`config.mk`:
```
export PLATFORM = sky130hd
export DESIGN_NAME = example_mac_pipe_sat
export DESIGN_NICKNAME = d
export VERILOG_FILES = /design/src/rtl/example_mac_pipe_sat.sv
export SDC_FILE = /design/constraint.sdc
export NUM_CORES = 1
export LEC_CHECK = 0
export ABC_AREA = 1
export BUFFER_PORTS_ARGS = -buffer_cell sky130_fd_sc_hd__buf_2
export CORE_MARGIN = 4
export CORE_UTILIZATION = 55
export DETAILED_ROUTE_END_ITERATION = 7
export PLACE_DENSITY = 0.72
export REMOVE_ABC_BUFFERS = 1
export SLEW_MARGIN = 10
export SYNTH_ARGS = -nofsm -noshare
export SYNTH_HDL_FRONTEND = slang
export SYNTH_SLANG_ARGS = --single-unit
```
`constraint.sdc`:
```
create_clock -name ap_clk -period 12.1 [get_ports ap_clk]
set_input_delay 2.42 -clock ap_clk [delete_from_list [all_inputs] [get_ports ap_clk]]
set_output_delay 2.42 -clock ap_clk [all_outputs]
set_load 0.02 [all_outputs]
```
`src/rtl/example_mac_pipe_sat.sv`:
```
// ---------------------------------------------------------------------------
// example_mac_pipe_sat
//   Pipelined signed multiply-accumulate with valid/ready flow control,
//   first/last accumulation framing and optional output saturation.
//
//   A full-precision product is formed at the input and carried through
//   NUM_STAGE registers along with its first/last flags and a valid bit.
//   The stage after the last product register accumulates (wrapping at
//   ACC_WIDTH) and, on a 'last' beat, formats the sum into dout.
//   The whole datapath advances only on ce = !out_valid | out_ready.
//
// Ports
//   ap_clk     in   clock, rising edge
//   ap_rst     in   synchronous active-high reset
//   din0       in   signed operand A  [DIN0_WIDTH]
//   din1       in   signed operand B  [DIN1_WIDTH]
//   in_first   in   beat starts a new accumulation
//   in_last    in   beat ends accumulation and emits a result
//   in_valid   in   input beat valid
//   in_ready   out  block accepts a beat this cycle (= ce)
//   dout       out  signed result [DOUT_WIDTH]
//   dout_ovf   out  result was clamped (SAT=1) or not representable (SAT=0)
//   out_valid  out  dout valid
//   out_ready  in   downstream accepts dout
// ---------------------------------------------------------------------------
module example_mac_pipe_sat #(
    parameter int DIN0_WIDTH = 14,
    parameter int DIN1_WIDTH = 8,
    parameter int DOUT_WIDTH = 21,
    parameter int ACC_WIDTH  = 32,
    parameter int NUM_STAGE  = 3,
    parameter int SAT        = 1
) (
    input  logic                  ap_clk,
    input  logic                  ap_rst,
    input  logic [DIN0_WIDTH-1:0] din0,
    input  logic [DIN1_WIDTH-1:0] din1,
    input  logic                  in_first,
    input  logic                  in_last,
    input  logic                  in_valid,
    output logic                  in_ready,
    output logic [DOUT_WIDTH-1:0] dout,
    output logic                  dout_ovf,
    output logic                  out_valid,
    input  logic                  out_ready
);

    localparam int PW = DIN0_WIDTH + DIN1_WIDTH;

    logic                        w_ce;
    logic signed [PW-1:0]        w_a;
    logic signed [PW-1:0]        w_b;
    logic signed [PW-1:0]        w_mult;

    logic signed [PW-1:0]        r_prod [NUM_STAGE];
    logic [NUM_STAGE-1:0]        r_vld;
    logic [NUM_STAGE-1:0]        r_first;
    logic [NUM_STAGE-1:0]        r_last;
    logic [NUM_STAGE:0]          w_vld_in;
    logic [NUM_STAGE:0]          w_first_in;
    logic [NUM_STAGE:0]          w_last_in;

    logic signed [ACC_WIDTH-1:0] r_acc;
    logic signed [ACC_WIDTH-1:0] w_prod_ext;
    logic signed [ACC_WIDTH-1:0] w_acc_base;
    logic signed [ACC_WIDTH-1:0] w_acc_next;
    logic                        w_fits;
    logic [DOUT_WIDTH-1:0]       w_fmt;
    logic                        w_ovf;

    logic                        r_out_valid;
    logic [DOUT_WIDTH-1:0]       r_dout;
    logic                        r_ovf;

    assign w_ce     = !r_out_valid | out_ready;
    assign in_ready = w_ce;

    // Operands are sign-extended to the product width first, so the low PW
    // bits of the PW x PW multiply are the exact signed product.
    assign w_a    = PW'($signed(din0));
    assign w_b    = PW'($signed(din1));
    assign w_mult = w_a * w_b;

    // Shift-in vectors: bit 0 is the new beat, upper bits are the current
    // stages. Works unchanged for NUM_STAGE = 1.
    assign w_vld_in   = {r_vld,   in_valid};
    assign w_first_in = {r_first, in_first};
    assign w_last_in  = {r_last,  in_last};

    always_ff @(posedge ap_clk) begin
        if (ap_rst) begin
            r_vld   <= '0;
            r_first <= '0;
            r_last  <= '0;
            for (int unsigned i = 0; i < NUM_STAGE; i++) begin
                r_prod[i] <= '0;
            end
        end else if (w_ce) begin
            // Bubble (valid=0) whenever no beat is accepted.
            r_vld   <= w_vld_in[NUM_STAGE-1:0];
            r_first <= w_first_in[NUM_STAGE-1:0];
            r_last  <= w_last_in[NUM_STAGE-1:0];
            r_prod[0] <= w_mult;
            for (int unsigned i = 1; i < NUM_STAGE; i++) begin
                r_prod[i] <= r_prod[i-1];
            end
        end
    end

    // Accumulate stage: two's complement wrap at ACC_WIDTH.
    assign w_prod_ext = ACC_WIDTH'(r_prod[NUM_STAGE-1]);
    assign w_acc_base = r_first[NUM_STAGE-1] ? '0 : r_acc;
    assign w_acc_next = w_acc_base + w_prod_ext;

    // The sum fits DOUT_WIDTH iff every bit from the result sign bit upward
    // equals the accumulator sign bit.
    assign w_fits = (&w_acc_next[ACC_WIDTH-1:DOUT_WIDTH-1]) |
                    ~(|w_acc_next[ACC_WIDTH-1:DOUT_WIDTH-1]);

    always_comb begin
        w_fmt = w_acc_next[DOUT_WIDTH-1:0];
        w_ovf = !w_fits;
        if ((SAT != 0) && !w_fits) begin
            // Clamp toward the sign of the true sum: 100..0 or 011..1.
            w_fmt = {w_acc_next[ACC_WIDTH-1],
                     {(DOUT_WIDTH-1){~w_acc_next[ACC_WIDTH-1]}}};
        end
    end

    always_ff @(posedge ap_clk) begin
        if (ap_rst) begin
            r_acc       <= '0;
            r_dout      <= '0;
            r_ovf       <= 1'b0;
            r_out_valid <= 1'b0;
        end else if (w_ce) begin
            if (r_vld[NUM_STAGE-1]) begin
                r_acc <= w_acc_next;
                if (r_last[NUM_STAGE-1]) begin
                    r_dout      <= w_fmt;
                    r_ovf       <= w_ovf;
                    r_out_valid <= 1'b1;
                end else begin
                    r_out_valid <= 1'b0;
                end
            end else begin
                r_out_valid <= 1'b0;
            end
        end
    end

    assign dout      = r_dout;
    assign dout_ovf  = r_ovf;
    assign out_valid = r_out_valid;

endmodule

```
==> impl_metrics.py <==
metrics = {
    "run_status": {
        "outcome": "completed",
    },
    "drt": {
        "route.detailed.drc": 0,
        "routed_wl_um": 26400,
        "first_pass_iters": 5,
        "drtIter0Drc": 516,
        "dr_total_vias": 9852,
        "drt-wirelength-per-cell_um": 13.0,
        "viasPerCell": 4.86,
        "ant_nets": 0,
    },
    "timing": {
        "timing.fmax_mhz": 142,
        "rsz0062_at_grt": "no",
        "maxSlewHeadroom_pct": 32.9,
        "hold_viol": 0,
        "skew_ns": 0.0122,
        "min_period_over_period_pct": 58.1,
        "setup_viol": 0,
        "tns_ns": 0,
        "min_period_ns": 7.03,
        "worst_slew_pin_slew_ns": 1.00,
        "slew_viol_final": 0,
    },
    "floorplanning": {
        "core_mm2": 0.0213,
        "fp-row-count": 53,
        "ios": 52,
        "die_h_um": 156,
        "start_util_pct": 56.5,
        "die-area_mm2": 0.0243,
        "die_w_um": 156,
    },
    "final_layout": {
        "finalNetCount": 1931,
        "multi_input_area_mm2": 0.00676,
        "syn_to_final_growth_pct": 8.63,
        "fillCellCount": 1998,
        "regArea_mm2": 0.00326,
        "drive_gt1_share_pct": 7.48,
        "diodes": 0,
        "post-route-util_pct": 61.3,
    },
    "setup_path": {
        "end_kind": "flop",
        "required_ns": 12.27,
        "worstPathMaxFanout": 15,
        "critPathKind": "in -> reg",
        "start_kind": "primary input",
        "worstPathArrival_ns": 7.20,
    },
    "worst_hold_path": {
        "min_path_type": "reg -> reg",
    },
    "synthesis": {
        "synth_commonest_cells": "inv_1, nand2_1, nor2_1",
        "synth_seq_area_share_pct": 27.2,
        "avgSynthCellArea_um2": 7.01,
        "ys_ff_latch": 130,
        "synthMuxAreaShare_pct": 0,
        "synth.most_common_cell": "inv_1",
        "netlist_instances": 1715,
        "synth_simple_gate_area_share_pct": 24.4,
        "synth_top_family_by_area": "simple AND/OR/NAND/NOR gates",
        "synth-compound-area-share_pct": 6.92,
        "yosys.area_share.adder_pct": 22.8,
        "synth_top_area_cell": "edfxtp_1",
        "netlist_area_mm2": 0.0120,
        "yosysUniqueCellTypes": 42,
        "yosysTopAreaCellShare_pct": 16.5,
        "synth_edf_count": 66,
        "synthXorXnorAreaFrac_pct": 1.97,
        "async_flop_share_pct": 0,
        "yosysWarnings": 0,
        "ys.flop_type": "edfxtp_1",
        "yosys-top-cells-area": "edfxtp_1, fa_1, inv_1, nand2_1, dfxtp_1",
    },
    "global_routing": {
        "grt_pass1_wl_um": 45300,
        "grt_pass1_vias": 9914,
        "grt_overflow": 0,
        "grt_usage_pct": 22.9,
        "antenna_found_initial": 0,
        "grt_max_degree": 77,
    },
    "clocking": {
        "clk_pin_slew_ns": 0.06,
        "postCtsHoldBufs": 0,
        "cts_root_buffer": "clkbuf_16",
        "clockBufferDepth": 2,
        "cts_buffers": 17,
        "post_cts_resized": 0,
        "insertion_delay_ns": 0.42,
        "h-tree-depth": 4,
        "cts_setup_buffers": 0,
        "tritoncts": "done",
        "cts.sinks": 130,
    },
    "placed_design": {
        "place.gp.congestion": 0.928,
        "dp_hpwl_um": 21100,
        "port-buffer-count": 51,
    },
    "power": {
        "ir_drop_v": 0.0000910,
        "powerDensity_mw_per_mm2": 151,
        "p_leak_nw": 7.50,
    },
    "run": {
        "maxCapViolCount": 0,
    },
}
layout by cell type, fill, tap and decap left out, types with 59 or more instances in the layout:
master / instances
nand3_1: 59
ha_1: 72
inv_1: 462
dfxtp_1: 64
fa_1: 92
nor2_1: 178
edfxtp_1: 66
nand2_1: 423
a21oi_1: 77
routing by layer:
layer / part of all wire [%] / global-route usage, % / vias to the layer above
li1: - / - / 5109
met1: 44 / 28.0 / 4500
met2: 50 / 41.4 / 191
met3: 3.1 / 3.00 / 52
met4: 2.7 / 8.25 / 0
met5: 0 / 0 / -
flip-flops by register name, summed over array words and instances, names as in the netlist:
signal / count
dout: 21
out_valid: 1
r_last: 3
r_acc: 32
r_first: 3
r_vld: 3
r_prod: 66
dout_ovf: 1
layout make-up:
type | count | share of cell area, %
multi-input combinational | 1059 | 51.8
sequential | 130 | 25.0
inverter | 475 | 13.7
clock buffer | 17 | 3.26
tap | 275 | 2.64
timing repair buffer | 56 | 2.24
clock inverter | 15 | 1.40
stage by stage:
step | hold WS [ns] | instance area [um2] | setup slack [ns] | power, mW | cells
finish | 0.465 | 13100 | 5.07 | 1.97 | 2027
CTS | 0.464 | 13100 | 5.08 | 1.98 | 2027
global placement | 0.442 | 12400 | 4.82 | 1.41 | 1995
floorplan | 0.431 | 11800 | 5.20 | 1.24 | 1664
global route | 0.487 | 13100 | 4.71 | 2.15 | 2027
detailed placement | 0.456 | 12400 | 4.66 | 1.44 | 1995
kinds of logic after synthesis:
family / count (synthesis)
DFF: 130
AOI/OAI and AO/OA: 156
and+or+nand+nor: 712
buffers and inverters: 526
xor gates and xnor gates: 27
adders and majority gates: 164
final timing paths:
kind                    from             to  slack [ns]  cells past startpoint
setup reg to reg  r_first[2]       dout[17]        8.63                     22
hold reg to reg     r_acc[2]       r_acc[2]        0.47                      2
setup / recovery     din1[7]  r_prod[0][18]        5.07                     23
hold / removal      r_acc[2]       r_acc[2]        0.47                      2
where the power goes:
| part | switching, mW | internal [mW] | leakage (nW) |
|---|---|---|---|
| sequential | 0.0163 | 0.538 | 1.31 |
| clock | 0.204 | 0.326 | 0.293 |
| combinational | 0.561 | 0.320 | 5.90 |
| total | 0.781 | 1.18 | 7.50 |
critical path, cell delays in order:
cell and delay, ns:
buf_2 0.07, inv_1 0.22, or2_2 0.39, fa_1 0.52, fa_1 0.55, inv_1 0.06
fa_1 0.53, inv_1 0.05, fa_1 0.52, inv_1 0.05, ha_1 0.33, inv_1 0.07
nor2_1 0.04, nor2_1 0.15, nor2_1 0.06, nor2_1 0.15, o21ai_1 0.13, a21boi_0 0.31
o21ai_1 0.15, a21boi_0 0.25, nand2_1 0.08, nand2_1 0.06, nor2_1 0.04
Note: power is estimated with default switching activity, not from simulation.
